$ cat config.mk
export PLATFORM = sky130hd
export DESIGN_NAME = bitstream_match_sched
export DESIGN_NICKNAME = d
export VERILOG_FILES = /design/src/rtl/bitstream_match_sched_pkg.sv /design/src/rtl/pattern101_det.sv /design/src/rtl/bitstream_match_sched.sv
export SDC_FILE = /design/constraint.sdc
export NUM_CORES = 1
export LEC_CHECK = 0
export ABC_CLOCK_PERIOD_IN_PS = 2100
export BUFFER_PORTS_ARGS = -buffer_cell sky130_fd_sc_hd__buf_2
export CORE_MARGIN = 5
export CORE_UTILIZATION = 25
export CTS_CLUSTER_SIZE = 30
export DETAILED_ROUTE_END_ITERATION = 8
export GPL_TIMING_DRIVEN = 1
export SLEW_MARGIN = 30
export SYNTH_ARGS = -nofsm -noshare
export SYNTH_HDL_FRONTEND = slang
export SYNTH_SLANG_ARGS = --single-unit
$ cat constraint.sdc
create_clock -name clk -period 2.1 [get_ports clk]
set_input_delay 0.105 -clock clk [delete_from_list [all_inputs] [get_ports clk]]
set_output_delay 0.105 -clock clk [all_outputs]
set_load 0.02 [all_outputs]
$ cat src/rtl/bitstream_match_sched_pkg.sv
// Shared types and sizes for the "101" match scheduler and its detector.
package bitstream_match_sched_pkg;

    localparam int MSG_W = 8;
    localparam int CNT_W = 3;

    typedef enum logic [1:0] {
        IDLE  = 2'd0,
        SHIFT = 2'd1,
        DRAIN = 2'd2,
        RESP  = 2'd3
    } ctrl_state_t;

    typedef enum logic [1:0] {
        DET_A = 2'd0,
        DET_B = 2'd1,
        DET_C = 2'd2,
        DET_D = 2'd3
    } det_state_t;

endpackage

$ cat src/rtl/pattern101_det.sv
// Moore detector for the serial pattern "101" with overlap; out is high only in state D.
module pattern101_det
    import bitstream_match_sched_pkg::*;
(
    input  logic       clk,
    input  logic       reset,
    input  logic       clear,
    input  logic       in_,
    output logic [1:0] state,
    output logic       out
);

    det_state_t state_q, state_d;

    always_comb begin
        // NOTE: default first so every path assigns state_d and no latch is inferred.
        state_d = state_q;
        unique case (state_q)
            DET_A: state_d = in_ ? DET_B : DET_A;
            DET_B: state_d = in_ ? DET_B : DET_C;
            DET_C: state_d = in_ ? DET_D : DET_A;
            DET_D: state_d = in_ ? DET_B : DET_C;
        endcase
        if (clear) state_d = DET_A;
    end

    always_ff @(posedge clk) begin
        // NOTE: registers use non-blocking assignment so all state updates see pre-edge values.
        if (reset) state_q <= DET_A;
        else       state_q <= state_d;
    end

    assign state = state_q;
    assign out   = (state_q == DET_D);

endmodule

$ cat src/rtl/bitstream_match_sched.sv
// Round-robin scheduler sharing one "101" detector between two requesters; returns per-word match counts.
module bitstream_match_sched
    import bitstream_match_sched_pkg::*;
(
    input  logic             clk,
    input  logic             reset,
    input  logic             req0_val,
    output logic             req0_rdy,
    input  logic [MSG_W-1:0] req0_msg,
    input  logic             req1_val,
    output logic             req1_rdy,
    input  logic [MSG_W-1:0] req1_msg,
    output logic             resp_val,
    input  logic             resp_rdy,
    output logic [CNT_W:0]   resp_msg
);

    localparam logic [2:0] LAST_IDX = 3'(MSG_W - 1);

    ctrl_state_t      state_q, state_d;
    logic [MSG_W-1:0] msg_q;
    logic             id_q;
    logic             ptr_q;
    logic [CNT_W-1:0] count_q;
    logic [2:0]       idx_q;

    logic gnt, accept, det_clear, det_in, det_out;
    logic [1:0] det_state;

    pattern101_det u_det (
        .clk   (clk),
        .reset (reset),
        .clear (det_clear),
        .in_   (det_in),
        .state (det_state),
        .out   (det_out)
    );

    // Pointer only breaks ties; a lone requester always wins.
    assign gnt = (req0_val && req1_val) ? ptr_q : req1_val;

    always_comb begin
        state_d   = state_q;
        req0_rdy  = 1'b0;
        req1_rdy  = 1'b0;
        accept    = 1'b0;
        det_clear = 1'b0;
        det_in    = 1'b0;
        resp_val  = 1'b0;
        unique case (state_q)
            IDLE: begin
                req0_rdy = !reset && req0_val && !gnt;
                req1_rdy = !reset && req1_val &&  gnt;
                accept   = req0_rdy || req1_rdy;
                if (accept) begin
                    det_clear = 1'b1;
                    state_d   = SHIFT;
                end
            end
            SHIFT: begin
                det_in = msg_q[LAST_IDX - idx_q];
                if (idx_q == LAST_IDX) state_d = DRAIN;
            end
            DRAIN: state_d = RESP;
            RESP: begin
                resp_val = 1'b1;
                if (resp_rdy) state_d = IDLE;
            end
        endcase
        resp_msg = resp_val ? {id_q, count_q} : '0;
    end

    always_ff @(posedge clk) begin
        if (reset) begin
            state_q <= IDLE;
            msg_q   <= '0;
            id_q    <= 1'b0;
            ptr_q   <= 1'b0;
            count_q <= '0;
            idx_q   <= '0;
        end else begin
            state_q <= state_d;
            if (accept) begin
                msg_q   <= gnt ? req1_msg : req0_msg;
                id_q    <= gnt;
                ptr_q   <= !gnt;
                count_q <= '0;
                idx_q   <= '0;
            end
            // Moore output lags its input by one cycle, so DRAIN collects the final bit's match.
            if (state_q == SHIFT || state_q == DRAIN)
                count_q <= count_q + {{(CNT_W-1){1'b0}}, det_out};
            if (state_q == SHIFT)
                idx_q <= idx_q + 3'd1;
        end
    end

endmodule
Word-level counts from Yosys, hierarchy flattened
Index checks and enable logic that the tools add are counted.
Operators by class
  $lt $le $gt $ge: 1
  shift operators: 0
  mux-type cells: 23
  add/sub/neg operators: 3
  eq/ne operators: 10
  divide/modulo/power cells: 0
  bitwise logic cells: 0
  reductions and logical operators: 16
  $mul: 0
Operators with widths (number)
  two-way mux 1 bit: 10
  two-way mux 2 bit: 5
  two-way mux 3 bit: 3
  equality test 2 bit, second input constant: 4
  two-way mux 8 bit: 1
  case mux 2 bit (4 select lines): 1
  != test 2 bit, second input constant: 3
  case mux 2 bit (3 select lines): 1
  logical AND 1 bit: 5
  equality test 2 x 1 -> 1 bit, second input constant: 2
  logical NOT 2 bit: 2
  less-than comparator 3 x 4 -> 1 bit, second input constant: 1
  two-way mux 4 bit: 1
  nonzero test 2 bit: 2
  OR reduction 2 bit: 2
  adder 3 x 1 -> 3 bit: 1
  adder 3 x 1 -> 3 bit, second input constant: 1
  binary-select mux 1 bit (select 3 bit): 1
  equality test 3 bit, second input constant: 1
  AND reduction 3 bit: 1
  subtractor 3 bit, first input constant: 1
  logical NOT 1 bit: 2
  logical OR 1 bit: 2
Word-level totals
  memories: 0
  bits in latches: 0
  input bits: 21
  bits in registers: 20
  memory bits (read-only): 0
  logic and storage cells: 60
  RAM bits: 0

Longest topological paths before layout
Gate-level depths: netlist of the first run.
  word-level depth: 8
  depth in mapped cells: 7
  gate-level depth less buffers: 6

Modules after synthesis
Synthesis of the first run repeated with hierarchy kept, for this count alone.
Second synthesis, totals
  cells, all modules: 133
  area, all modules: 1132.3 µm²
By module, submodules not included
  bitstream_match_sched: sequential area each 360.3 µm², area an instance 1052.3 µm², cells an instance 126, instances 1
  pattern101_det: sequential area each 40.0 µm², area an instance 80.1 µm², cells an instance 7, instances 1

Least setup slack after synthesis of the first run
No wires, ideal clock.
  kind: reg-to-reg
  start: register state_q[0]
  end: register msg_q[0]
  required time: 1972 ps
  data arrival time: 1534 ps
  cell stages (with the launch flop): 8
  slack: 438 ps
  buffers on the path: 1
  library setup time: 128 ps
  period minus slack after synthesis: 1662 ps
  path through: dfxtp_1 inv_1 ha_1 nor2b_2 and3_1 buf_2 a222oi_1 nor2_1
Between the ends
  longest elaborated chain between the ends: 2
RTL lines
  from (decl): RTL line bitstream_match_sched.sv:20  | ctrl_state_t state_q, state_d;
  from (signal assigned): RTL line bitstream_match_sched.sv:82  | state_q <= state_d;
  logical NOT 2 bit: RTL line bitstream_match_sched.sv:50  | unique case (state_q)
  two-way mux 1 bit: RTL line bitstream_match_sched.sv:50
  to (signal assigned): RTL line bitstream_match_sched.sv:84  | msg_q <= gnt ? req1_msg : req0_msg;
  to (decl): RTL line bitstream_match_sched.sv:21  | logic [MSG_W-1:0] msg_q;
No other way between the ends.
A chain may end at the register's enable or synchronous reset.

Worst setup path in the final report of the first run
  start: register state_q[1]
  end: output req0_rdy
Between the ends
  longest elaborated chain between the ends: 2
RTL lines
  logical NOT 2 bit: RTL line bitstream_match_sched.sv:50
  two-way mux 1 bit: RTL line bitstream_match_sched.sv:50
  to (decl): RTL line bitstream_match_sched.sv:8  | output logic req0_rdy,
No other way between the ends.

==> results.tsv, run 1 <==
stage	metric	value	unit
finish	Util after Layout	0.3170	
global_route	antenna violations before repair	0	
synthesis	sequential fraction of the synthesis area	0.3956	
finish	highest-count cells in the layout ignoring fill and taps	buf_2, dfxtp_1, nor2_1	
timing	crit share post-route	0.9116	
timing	endpoints failing setup	0	
synthesis	synthesized area	0.001012	sq mm
worst_setup_path	CP Buf/Inv Count	2	
synthesis	Synth Flop Type	dfxtp_1	
timing	clock skew	0.002702	ns
global_route	vias in the first global route	891	
clocking	CTS resizes	0	
synthesis	asr flop ratio synth	0	
die	# rows	23	
flow_run	max-cap viol count	0	
pwr	LEAKAGE	0.5779	nW
global_route	Total GRT Usage	0.09549	
placement	routability cong.	0.6663	
hold_path	HP Class	in2reg	
worst_setup_path	Max FO, Critical Path	11	
synthesis	synth top area cells	dfxtp_1, ha_1, a222oi_1	
synthesis	Synth Net Count	139	
timing	Tmin final	1.914	ns
worst_setup_path	CP Data Arrival Time	1.81	ns
finish	fin cells	186	
timing	worst slew pin tran	0.4833	ns
route	Residual DRC	0	
die	Die H	73.63	microns
clocking	Clk pin slew, worst setup/hold paths	0.08	ns
clocking	cts hold-fix bufs	0	
finish	most common cell after layout, fill and taps aside	buf_2	
outcome	status	finished, final reports clean	
worst_setup_path	r2r startpoint	state_q[0]	
timing	RSZ-0062 raised after global routing	no	
timing	f_max	0.5223	GHz
synthesis	share of the synthesized area in the top cell type	0.3956	
worst_setup_path	CP delay by family, top	simple AND/OR/NAND/NOR gates	
clocking	CTS tree	built	
pwr	Internal	881.5	uW
placement	DP Worst Slack	0.4094	ns
worst_setup_path	slowest stage delay, CP	0.43	ns
placement	Port Buffers	27	
route	detail-routed via count per cell	4.898	
die	Core Region	0.003971	sq mm
die	Die X	73.63	microns
route	Routed WL per cell	12.53	microns
finish	diode count	0	
global_route	first-pass GRT wire length	4029	microns
synthesis	synth warn	0	
placement	Placed Cells	182	
synthesis	FF+latch count, synth	20	
clocking	clock root cell	clkbuf_8	
timing	Final Hold Fails	0	
timing	Final Max Slew Viols	0	
clocking	Num Clock Sinks	20	
clocking	Max clock buf depth	2	
hold_path	worst hold start	req0_msg[7]	
clocking	Worst-Skew Late Latency	0.26	ns
die	Top Ports	28	
synthesis	Post-synth EDFFs	0	
synthesis	Unique masters post-synth	25	
clocking	CTS Buf Count	3	
pwr	clock share of power	0.305	
die	Starting Density	0.2549	
pwr	combinational share of power	0.303	
timing	Post-Route Setup TNS	0	ns
worst_setup_path	critical path required time	2.00	ns
finish	# nets final	166	
route	drt pass-1 iters	5	
synthesis	post-synth top area cell	dfxtp_1	
synthesis	Mapped Avg Cell Area	9.202	sq um
clocking	H-tree depth	1	
global_route	largest net degree at the start of global routing	18	
worst_setup_path	CP max-delay cell	and3_1	
route	via count	911	
finish	share of layout cells above drive strength 1	0.2647	
worst_setup_path	Worst Setup SP	state_q[1]	
pwr	sequential share of power	0.392	
route	Detail Route Antenna Nets	0	
route	DR iter-0 viols	72	
pwr	Sw Ratio	0.3151	
worst_setup_path	startpoint types	register	
worst_setup_path	Setup crit end kind	primary output	
timing	Final WS setup	0.1856	ns
pwr	total power	1.287	mW
pwr	maximum vdd ir drop	0.0004881	V
die	die area	0.005421	sq mm
worst_setup_path	critical path type	reg2out	
synthesis	Cells after Synth	110	
timing	Slew headroom	0.6778	
finish	synthesis-to-layout area growth	24.35	%
worst_setup_path	CP cell instances	inv_1 -> ha_1 -> nor2b_2 -> and3_1 -> buf_2	
placement	HPWL reported at the end of detailed placement	1744	microns
pwr	net switching power	405.5	uW
clocking	Post-CTS Setup Bufs	0	
global_route	grt ovf	0	
pwr	pwr dens	1022	mW/mm^2
route	drt total wl	2330	microns
-- worst reg2reg max path, cell delays in order (launching register included) --
cell and delay (ns):
dfxtp_1 0.38, inv_1 0.08, ha_1 0.24, nor2b_2 0.19, and3_1 0.28, a222oi_1 0.38, nor2_1 0.08
-- per-layer routing --
metal,share of wire,up-vias,wire length (microns),track usage
met1,0.47,411,1105,0.1210
met2,0.40,47,937,0.1417
li1,-,447,-,-
met4,0.019,0,44,0.03622
met3,0.10,6,244,0.04241
met5,0,-,0,0
-- power by group through the flow --
stage | Clock [mW] | Sequential [mW] | Combinational, mW
CTS | 0.400 | 0.506 | 0.392
detailed placement | 0 | 0.514 | 0.388
floorplan | 0 | 0.497 | 0.311
finish | 0.392 | 0.505 | 0.390
global placement | 0 | 0.513 | 0.387
global route | 0.413 | 0.514 | 0.440
-- flip-flops by register name (all words and copies together) (netlist names) --
name,flops
msg_q,8
id_q,1
ptr_q,1
u_det.state,2
idx_q,3
count_q,3
state_q,2
-- worst paths after layout --
path,cells after the start,to,slack (ns)
worst min register to register,2,u_det.state[1],0.47
worst min-delay path,3,msg_q[7],0.06
worst max-delay path,5,req0_rdy,0.19
worst max register to register,6,msg_q[2],0.37
-- synthesized netlist by cell type (all sizes together) (2+ instances only) --
cell type	count
a222oi	9
ha	8
nand2	9
nand3b	6
a21oi	8
buf	4
inv	7
nor2	14
and3	2
and2	5
mux2i	5
clkbuf	2
dfxtp	20
-- kinds of logic after synthesis --
group,count (synthesis),synth area share
mux,6,0.07169
flops,20,0.3955
xor+xnor,1,0.008654
compound gates,21,0.1656
fa+ha+maj,8,0.09889
simple gates,41,0.2039
buf+inv,13,0.05563
-- area by class of cell --
| type | count | area (sq um) |
|---|---|---|
| Clock buffer | 3 | 41.29 |
| Timing Repair Buffer | 28 | 142.6 |
| Fill cell | 427 | 2713 |
| Multi-Input combinational cell | 77 | 555.5 |
| Clock inverter | 1 | 30.03 |
| Sequential cell | 20 | 400.4 |
| Tap cell | 50 | 62.56 |
| Inverter | 7 | 26.28 |
-- through the flow --
stage,hold WS (ns),area (sq um)
2_1_floorplan,0.2413,1012
3_3_place_gp,0.3342,1187
3_5_place_dp,0.3385,1187
5_1_grt,0.07510,1259
4_1_cts,0.06108,1259
6_report,0.06434,1259
No activity file was read; power rests on OpenSTA's default activity.
==> inputs of run 2 (changes only) <==
--- a/config.mk
+++ b/config.mk
@@ -5,6 +5,7 @@
 export SDC_FILE = /design/constraint.sdc
 export NUM_CORES = 1
 export LEC_CHECK = 0
+export ABC_AREA = 1
 export ABC_CLOCK_PERIOD_IN_PS = 2100
 export BUFFER_PORTS_ARGS = -buffer_cell sky130_fd_sc_hd__buf_2
 export CORE_MARGIN = 5
==> constraint.sdc (replaced) <==
create_clock -name clk -period 2.1 [get_ports clk]
set_input_delay 0.105 -clock clk [delete_from_list [all_inputs] [get_ports clk]]
set_output_delay 0.105 -clock clk [all_outputs]
set_load 0.05 [all_outputs]
==> results.tsv, run 2 <==
stage	metric	value	unit	change
synthesis	Unique masters post-synth	25		unchanged
finish	most common cell after layout, fill and taps aside	nand2_1		
clocking	H-tree depth	1		unchanged
route	Residual DRC	0		unchanged
synthesis	Synth Net Count	176		+27%
hold_path	worst hold start	req1_msg[7]		
route	detail-routed via count per cell	4.276		-13%
worst_setup_path	r2r startpoint	state_q[1]		
global_route	grt ovf	0		unchanged
pwr	pwr dens	1005	mW/mm^2	-1.7%
worst_setup_path	FF-to-FF setup slack	0.54	ns	+0.17 ns
route	via count	975		+7.0%
finish	diode count	0		unchanged
placement	routability cong.	0.7278		+9.2%
timing	Slew headroom	0.6525		-0.02536
clocking	Post-CTS Setup Bufs	0		unchanged
clocking	Worst-Skew Late Latency	0.26	ns	about the same
pwr	maximum vdd ir drop	0.0004286	V	-12%
timing	Post-Route Setup TNS	0	ns	unchanged
clocking	Clk pin slew, worst setup/hold paths	0.08	ns	about the same
outcome	status	finished, final reports clean		
timing	Final Max Slew Viols	0		unchanged
worst_setup_path	CP Data Arrival Time	1.85	ns	+0.04 ns
finish	share of layout cells above drive strength 1	0.2273		-0.03743
route	DR iter-0 viols	33		-54%
worst_setup_path	slowest stage delay, CP	0.33	ns	-0.10 ns
finish	cell area after layout	0.001330	sq mm	+5.7%
clocking	CTS resizes	0		unchanged
global_route	antenna violations before repair	0		unchanged
finish	Util after Layout	0.3097		-0.007218
timing	Tmin final	1.953	ns	+0.03884 ns
synthesis	Cells after Synth	147		+34%
timing	Final Hold Fails	0		unchanged
placement	HPWL reported at the end of detailed placement	1909	microns	+9.4%
synthesis	Post-synth EDFFs	0		unchanged
worst_setup_path	Worst Setup SP	state_q[1]		
synthesis	FF+latch count, synth	20		unchanged
route	Detail Route Antenna Nets	0		unchanged
clocking	clock root cell	clkbuf_8		
timing	worst slew pin tran	0.5188	ns	+0.03555 ns
worst_setup_path	startpoint types	register		
synthesis	Mapped Avg Cell Area	7.388	sq um	-20%
synthesis	asr flop ratio synth	0		unchanged
synthesis	sequential fraction of the synthesis area	0.3687		-0.02689
synthesis	synthesized area	0.001086	sq mm	+7.3%
synthesis	synth warn	0		unchanged
global_route	Total GRT Usage	0.08350		-0.01200
synthesis	synth top area cells	dfxtp_1, nand2_1, ha_1		
die	# rows	24		+4.3%
timing	endpoints failing setup	0		unchanged
timing	RSZ-0062 raised after global routing	no		
finish	Regs by FF count	msg_q (8), count_q (3), idx_q (3)		
clocking	cts hold-fix bufs	0		unchanged
finish	# nets final	206		+24%
synthesis	Synth Flop Type	dfxtp_1		
die	die area	0.005762	sq mm	+6.3%
route	drt total wl	2444	microns	+4.9%
worst_setup_path	critical path required time	2.00	ns	about the same
worst_setup_path	CP cell instances	inv_1 -> ha_1 -> o211ai_4 -> nor2_4 -> buf_2		
clocking	CTS Buf Count	3		unchanged
timing	clock skew	0.006513	ns	+0.003811 ns
synthesis	post-synth top area cell	dfxtp_1		
die	Core Region	0.004294	sq mm	+8.1%
timing	f_max	0.5120	GHz	-2.0%
placement	Port Buffers	27		unchanged
synthesis	top-count cell post-synth	nand2_1		
placement	Cell Area, Placed	0.001275	sq mm	+7.4%
worst_setup_path	Max FO, Critical Path	17		+6
global_route	first-pass GRT wire length	4057	microns	+0.69%
worst_setup_path	Setup crit end kind	primary output		
global_route	vias in the first global route	941		+5.6%
timing	crit share post-route	0.9301		+0.01850
finish	Largest register FFs	8		unchanged
finish	synthesis-to-layout area growth	22.47	%	
finish	highest-count cells in the layout ignoring fill and taps	nand2_1, buf_2, inv_1		
hold_path	HP Class	in2reg		
flow_run	max-cap viol count	0		unchanged
synthesis	share of the synthesized area in the top cell type	0.3687		-0.02689
synthesis	Post-synth top cells	nand2_1, inv_1, dfxtp_1, nand3_1, a21oi_1		
worst_setup_path	CP max-delay cell	dfxtp_1		
finish	Most flops, register	msg_q		
clocking	Num Clock Sinks	20		unchanged
die	Die X	75.91	microns	+3.1%
clocking	CTS tree	built		
die	Top Ports	28		unchanged
die	Die H	75.91	microns	+3.1%
clocking	Max clock buf depth	2		unchanged
die	Starting Density	0.2529		-0.001970
route	Routed WL per cell	10.72	microns	-14%
worst_setup_path	critical path type	reg2out		
pwr	LEAKAGE	0.6226	nW	+7.7%
global_route	largest net degree at the start of global routing	18		unchanged
route	drt pass-1 iters	4		-1
## run 2: cell count changes after synthesis, moves of 2 or more
cell	delta
a31oi_1	+7
nand2_1	+36
nor2_1	-10
and2_1	-5
nand3_1	+9
nand3b_1	-6
mux2i_1	-5
and3_1	-2
o21ai_0	+3
inv_2	+2
buf_2	-3
a222oi_1	-9
inv_1	+16
## run 2: routing by layer
layer,vias up,GRT usage,part of all wire
li1,535,-,-
met1,416,0.1052,0.49
met2,22,0.1301,0.43
met3,2,0.03555,0.073
met4,0,0.02135,0.0078
met5,-,0,0
## run 2: final timing paths
kind / endpoint / cells after the start
max: req1_rdy / 5
min: msg_q[7] / 3
max reg2reg: msg_q[4] / 6
min reg2reg: msg_q[7] / 2
## run 2: metrics by stage
stage                     hold WS (ns)  power [mW]  setup WS, ns  instances
after floorplan                 0.1744      0.9380        0.5559        147
after global placement          0.3449       1.051        0.4559        224
after detailed placement        0.3444       1.057        0.4029        224
after CTS                      0.07127       1.353        0.1156        228
after global routing            0.1038       1.447      0.006195        228
final                          0.06470       1.336        0.1467        228
## run 2: layout make-up
| class | instances | area (sq um) |
|---|---|---|
| Sequential cell | 20 | 400.4 |
| Inverter | 25 | 93.84 |
| Tap cell | 52 | 65.06 |
| Clock buffer | 4 | 55.05 |
| Fill cell | 477 | 2964 |
| Multi-Input combinational cell | 100 | 580.6 |
| Timing Repair Buffer | 27 | 135.1 |
## run 2: critical path, delay by kind of cell (launching register included)
family | cells | cell delay [ns]
AO/OA/AOI/OAI | 1 | 0.25
flip-flops | 1 | 0.33
adder cells (fa/ha/maj) | 1 | 0.31
buffers and inverters | 2 | 0.42
AND/OR/NAND/NOR | 1 | 0.28
## run 2: cells by family (layout without fill, tap and decap cells)
family	count (synthesis)	after routing	synth area share
and+or+nand+nor	64	64	0.2650
AOI/OAI and AO/OA	28	28	0.1774
buffers and inverters	27	56	0.09677
DFF	20	20	0.3687
adders and majority gates	8	8	0.09217
## run 2: report_power, final
group          internal [mW]  switching, mW
clock network          0.167          0.130
logic                  0.185          0.357
registers              0.445         0.0528
==> inputs of run 3 (changes only) <==
--- a/config.mk
+++ b/config.mk
@@ -6,14 +6,16 @@
 export NUM_CORES = 1
 export LEC_CHECK = 0
 export ABC_AREA = 1
-export ABC_CLOCK_PERIOD_IN_PS = 2100
+export ABC_CLOCK_PERIOD_IN_PS = 2300
 export BUFFER_PORTS_ARGS = -buffer_cell sky130_fd_sc_hd__buf_2
 export CORE_MARGIN = 5
 export CORE_UTILIZATION = 25
 export CTS_CLUSTER_SIZE = 30
 export DETAILED_ROUTE_END_ITERATION = 8
 export GPL_TIMING_DRIVEN = 1
+export PLACE_DENSITY = 0.47
 export SLEW_MARGIN = 30
 export SYNTH_ARGS = -nofsm -noshare
 export SYNTH_HDL_FRONTEND = slang
+export SYNTH_HIERARCHICAL = 1
 export SYNTH_SLANG_ARGS = --single-unit
==> constraint.sdc (replaced) <==
create_clock -name clk -period 2.3 [get_ports clk]
set_input_delay 0.115 -clock clk [delete_from_list [all_inputs] [get_ports clk]]
set_output_delay 0.115 -clock clk [all_outputs]
set_load 0.05 [all_outputs]
==> results.tsv, run 3 <==
stage	metric	value	unit	change
timing	Final Max Slew Viols	0		unchanged
clocking	cts hold-fix bufs	0		unchanged
finish	synthesis-to-layout area growth	19.03	%	
global_route	vias in the first global route	1024		+8.8%
synthesis	synth top area cells	dfxtp_1, nand2_1, ha_1		
finish	# nets final	233		+13%
hold_path	HP Class	in2reg		
synthesis	synth warn	6		+6
route	Metal-1 WL	1438	microns	+20%
route	via count	1124		+15%
synthesis	share of the synthesized area in the top cell type	0.3441		-0.02458
synthesis	top-count cell post-synth	nand2_1		
worst_setup_path	startpoint types	register		
synthesis	Synth Flop Type	dfxtp_1		
finish	Most flops, register	msg_q		
finish	Util after Layout	0.3117		+0.001923
synthesis	sequential fraction of the synthesis area	0.3441		-0.02458
finish	diode count	0		unchanged
route	detail-routed via count per cell	4.425		+3.5%
clocking	CTS resizes	0		unchanged
flow_run	max-cap viol count	0		unchanged
placement	routability cong.	0.8206		+13%
placement	Port Buffers	27		unchanged
synthesis	Synth Net Count	204		+16%
timing	Post-Route Setup TNS	0	ns	unchanged
synthesis	post-synth top area cell	dfxtp_1		
placement	HPWL reported at the end of detailed placement	2113	microns	+11%
global_route	Total GRT Usage	0.09445		+0.01096
global_route	largest net degree at the start of global routing	16		-2
placement	DP Worst Slack	0.7021	ns	+0.2992 ns
finish	cell area after layout	0.001385	sq mm	+4.1%
clocking	Max clock buf depth	2		unchanged
die	Top Ports	28		unchanged
timing	Final Hold Fails	0		unchanged
timing	clock skew	0.003040	ns	-0.003472 ns
synthesis	Unique masters post-synth	18		-28%
die	die area	0.006119	sq mm	+6.2%
timing	Tmin final	1.872	ns	
finish	Regs by FF count	msg_q (8), count_q (3), idx_q (3)		
timing	Slew headroom	0.7992		+0.1467
finish	most common cell after layout, fill and taps aside	nand2_1		
clocking	clock root cell	clkbuf_8		
route	Top Metal Used	met4		
die	Core Region	0.004444	sq mm	+3.5%
timing	crit share post-route	0.8140		
finish	area occupied by multi-input gates	660.6	sq um	+14%
die	Die X	78.23	microns	+3.0%
global_route	first-pass GRT wire length	4754	microns	+17%
die	# rows	24		unchanged
pwr	maximum vdd ir drop	0.0002678	V	-38%
worst_setup_path	CP Data Arrival Time	1.76	ns	-0.09 ns
clocking	Worst-Skew Late Latency	0.26	ns	about the same
synthesis	Mapped Avg Cell Area	6.649	sq um	-10%
pwr	pwr dens	894.7	mW/mm^2	-11%
synthesis	asr flop ratio synth	0		unchanged
worst_setup_path	critical path type	reg2out		
clocking	H-tree depth	1		unchanged
synthesis	synthesized area	0.001164	sq mm	+7.1%
synthesis	FF+latch count, synth	20		unchanged
clocking	Post-CTS Setup Bufs	0		unchanged
global_route	grt ovf	0		unchanged
die	Starting Density	0.2618		+0.008910
finish	highest-count cells in the layout ignoring fill and taps	nand2_1, buf_2, inv_1, dfxtp_1, a21oi_1		
route	Residual DRC	0		unchanged
timing	endpoints failing setup	0		unchanged
timing	f_max	0.5341	GHz	
route	DR iter-0 viols	68		+110%
global_route	antenna violations before repair	0		unchanged
route	met3 wire len	105	microns	-41%
clocking	CTS tree	built		
synthesis	Post-synth top cells	nand2_1, dfxtp_1, inv_1, a21oi_1, nand3_1		
route	Detail Route Antenna Nets	0		unchanged
route	Routed WL per cell	11.06	microns	+3.1%
finish	Largest register FFs	8		unchanged
die	Die H	78.23	microns	+3.0%
finish	Fillers	509		+6.7%
placement	Cell Area, Placed	0.001344	sq mm	+5.4%
timing	Final WS setup	0.4278	ns	+0.2810 ns
synthesis	Cells after Synth	175		+19%
outcome	status	finished, final reports clean		
worst_setup_path	critical path required time	2.18	ns	+0.18 ns
route	met2 wire length	1227	microns	+18%
timing	RSZ-0062 raised after global routing	no		
synthesis	Post-synth EDFFs	0		unchanged
finish	share of layout cells above drive strength 1	0.1832		-0.04410
clocking	CTS Buf Count	3		unchanged
clocking	Num Clock Sinks	20		unchanged
clocking	Clk pin slew, worst setup/hold paths	0.08	ns	about the same
worst_setup_path	Setup crit end kind	primary output		
timing	worst slew pin tran	0.3012	ns	-0.2176 ns
route	drt pass-1 iters	4		unchanged
finish	FF/Latch Area	400.4	sq um	unchanged
worst_setup_path	Max FO, Critical Path	15		-2
route	drt total wl	2808	microns	+15%
pwr	LEAKAGE	0.7038	nW	+13%
[run 3: cell count changes after synthesis, sizes merged, moves of 3 or more]
cell,before,now
nand2,46,66
a21oi,9,17
a31oi,7,0
nand3,10,16
nor2,6,10
inv,25,22
nand4,1,4
[run 3: logic make-up after synthesis]
group / after synthesis / share of synthesized area
fa+ha+maj: 8 / 0.08602
simple gates: 97 / 0.3742
flops: 20 / 0.3441
compound gates: 25 / 0.1075
buf+inv: 25 / 0.08816
[run 3: layout make-up]
type                       instances  area share
sequential                        20      0.2891
timing repair buffer              27     0.09756
clock buffer                       3     0.02981
tap                               52     0.04697
multi-input combinational        130      0.4770
inverter                          22     0.05962
[run 3: final timing paths]
kind,start,to,slack [ns],depth (start not counted)
max,state_q[0],req1_rdy,0.43,7
min,req0_msg[0],msg_q[0],0.19,5
max reg2reg,state_q[0],msg_q[5],0.78,7
min reg2reg,msg_q[7],msg_q[7],0.47,2
[run 3: critical path, stage by stage (launching register included)]
cell and delay, ns:
dfxtp_1 0.34, inv_1 0.08, ha_1 0.30, nand3_4 0.14, nand2_4 0.20, nand3_1 0.09
inv_1 0.08, buf_2 0.26
[run 3: stage by stage]
step	total power, mW	hold WS, ns	instances
after floorplan	0.8948	0.1841	175
after global placement	1.018	0.4555	251
after detailed placement	1.019	0.4605	251
after CTS	1.257	0.1819	254
after global routing	1.356	0.2115	254
final	1.239	0.1891	254
[run 3: where the power goes]
part	total [mW]	switching (mW)	internal, mW
Combinational	0.552	0.375	0.177
Sequential	0.456	0.0496	0.406
Clock	0.232	0.115	0.117
[run 3: layer usage]
metal	GRT usage	up-vias
met5	0	-
met4	0.03671	0
met3	0.01373	2
met2	0.1524	33
met1	0.1271	472
li1	-	617
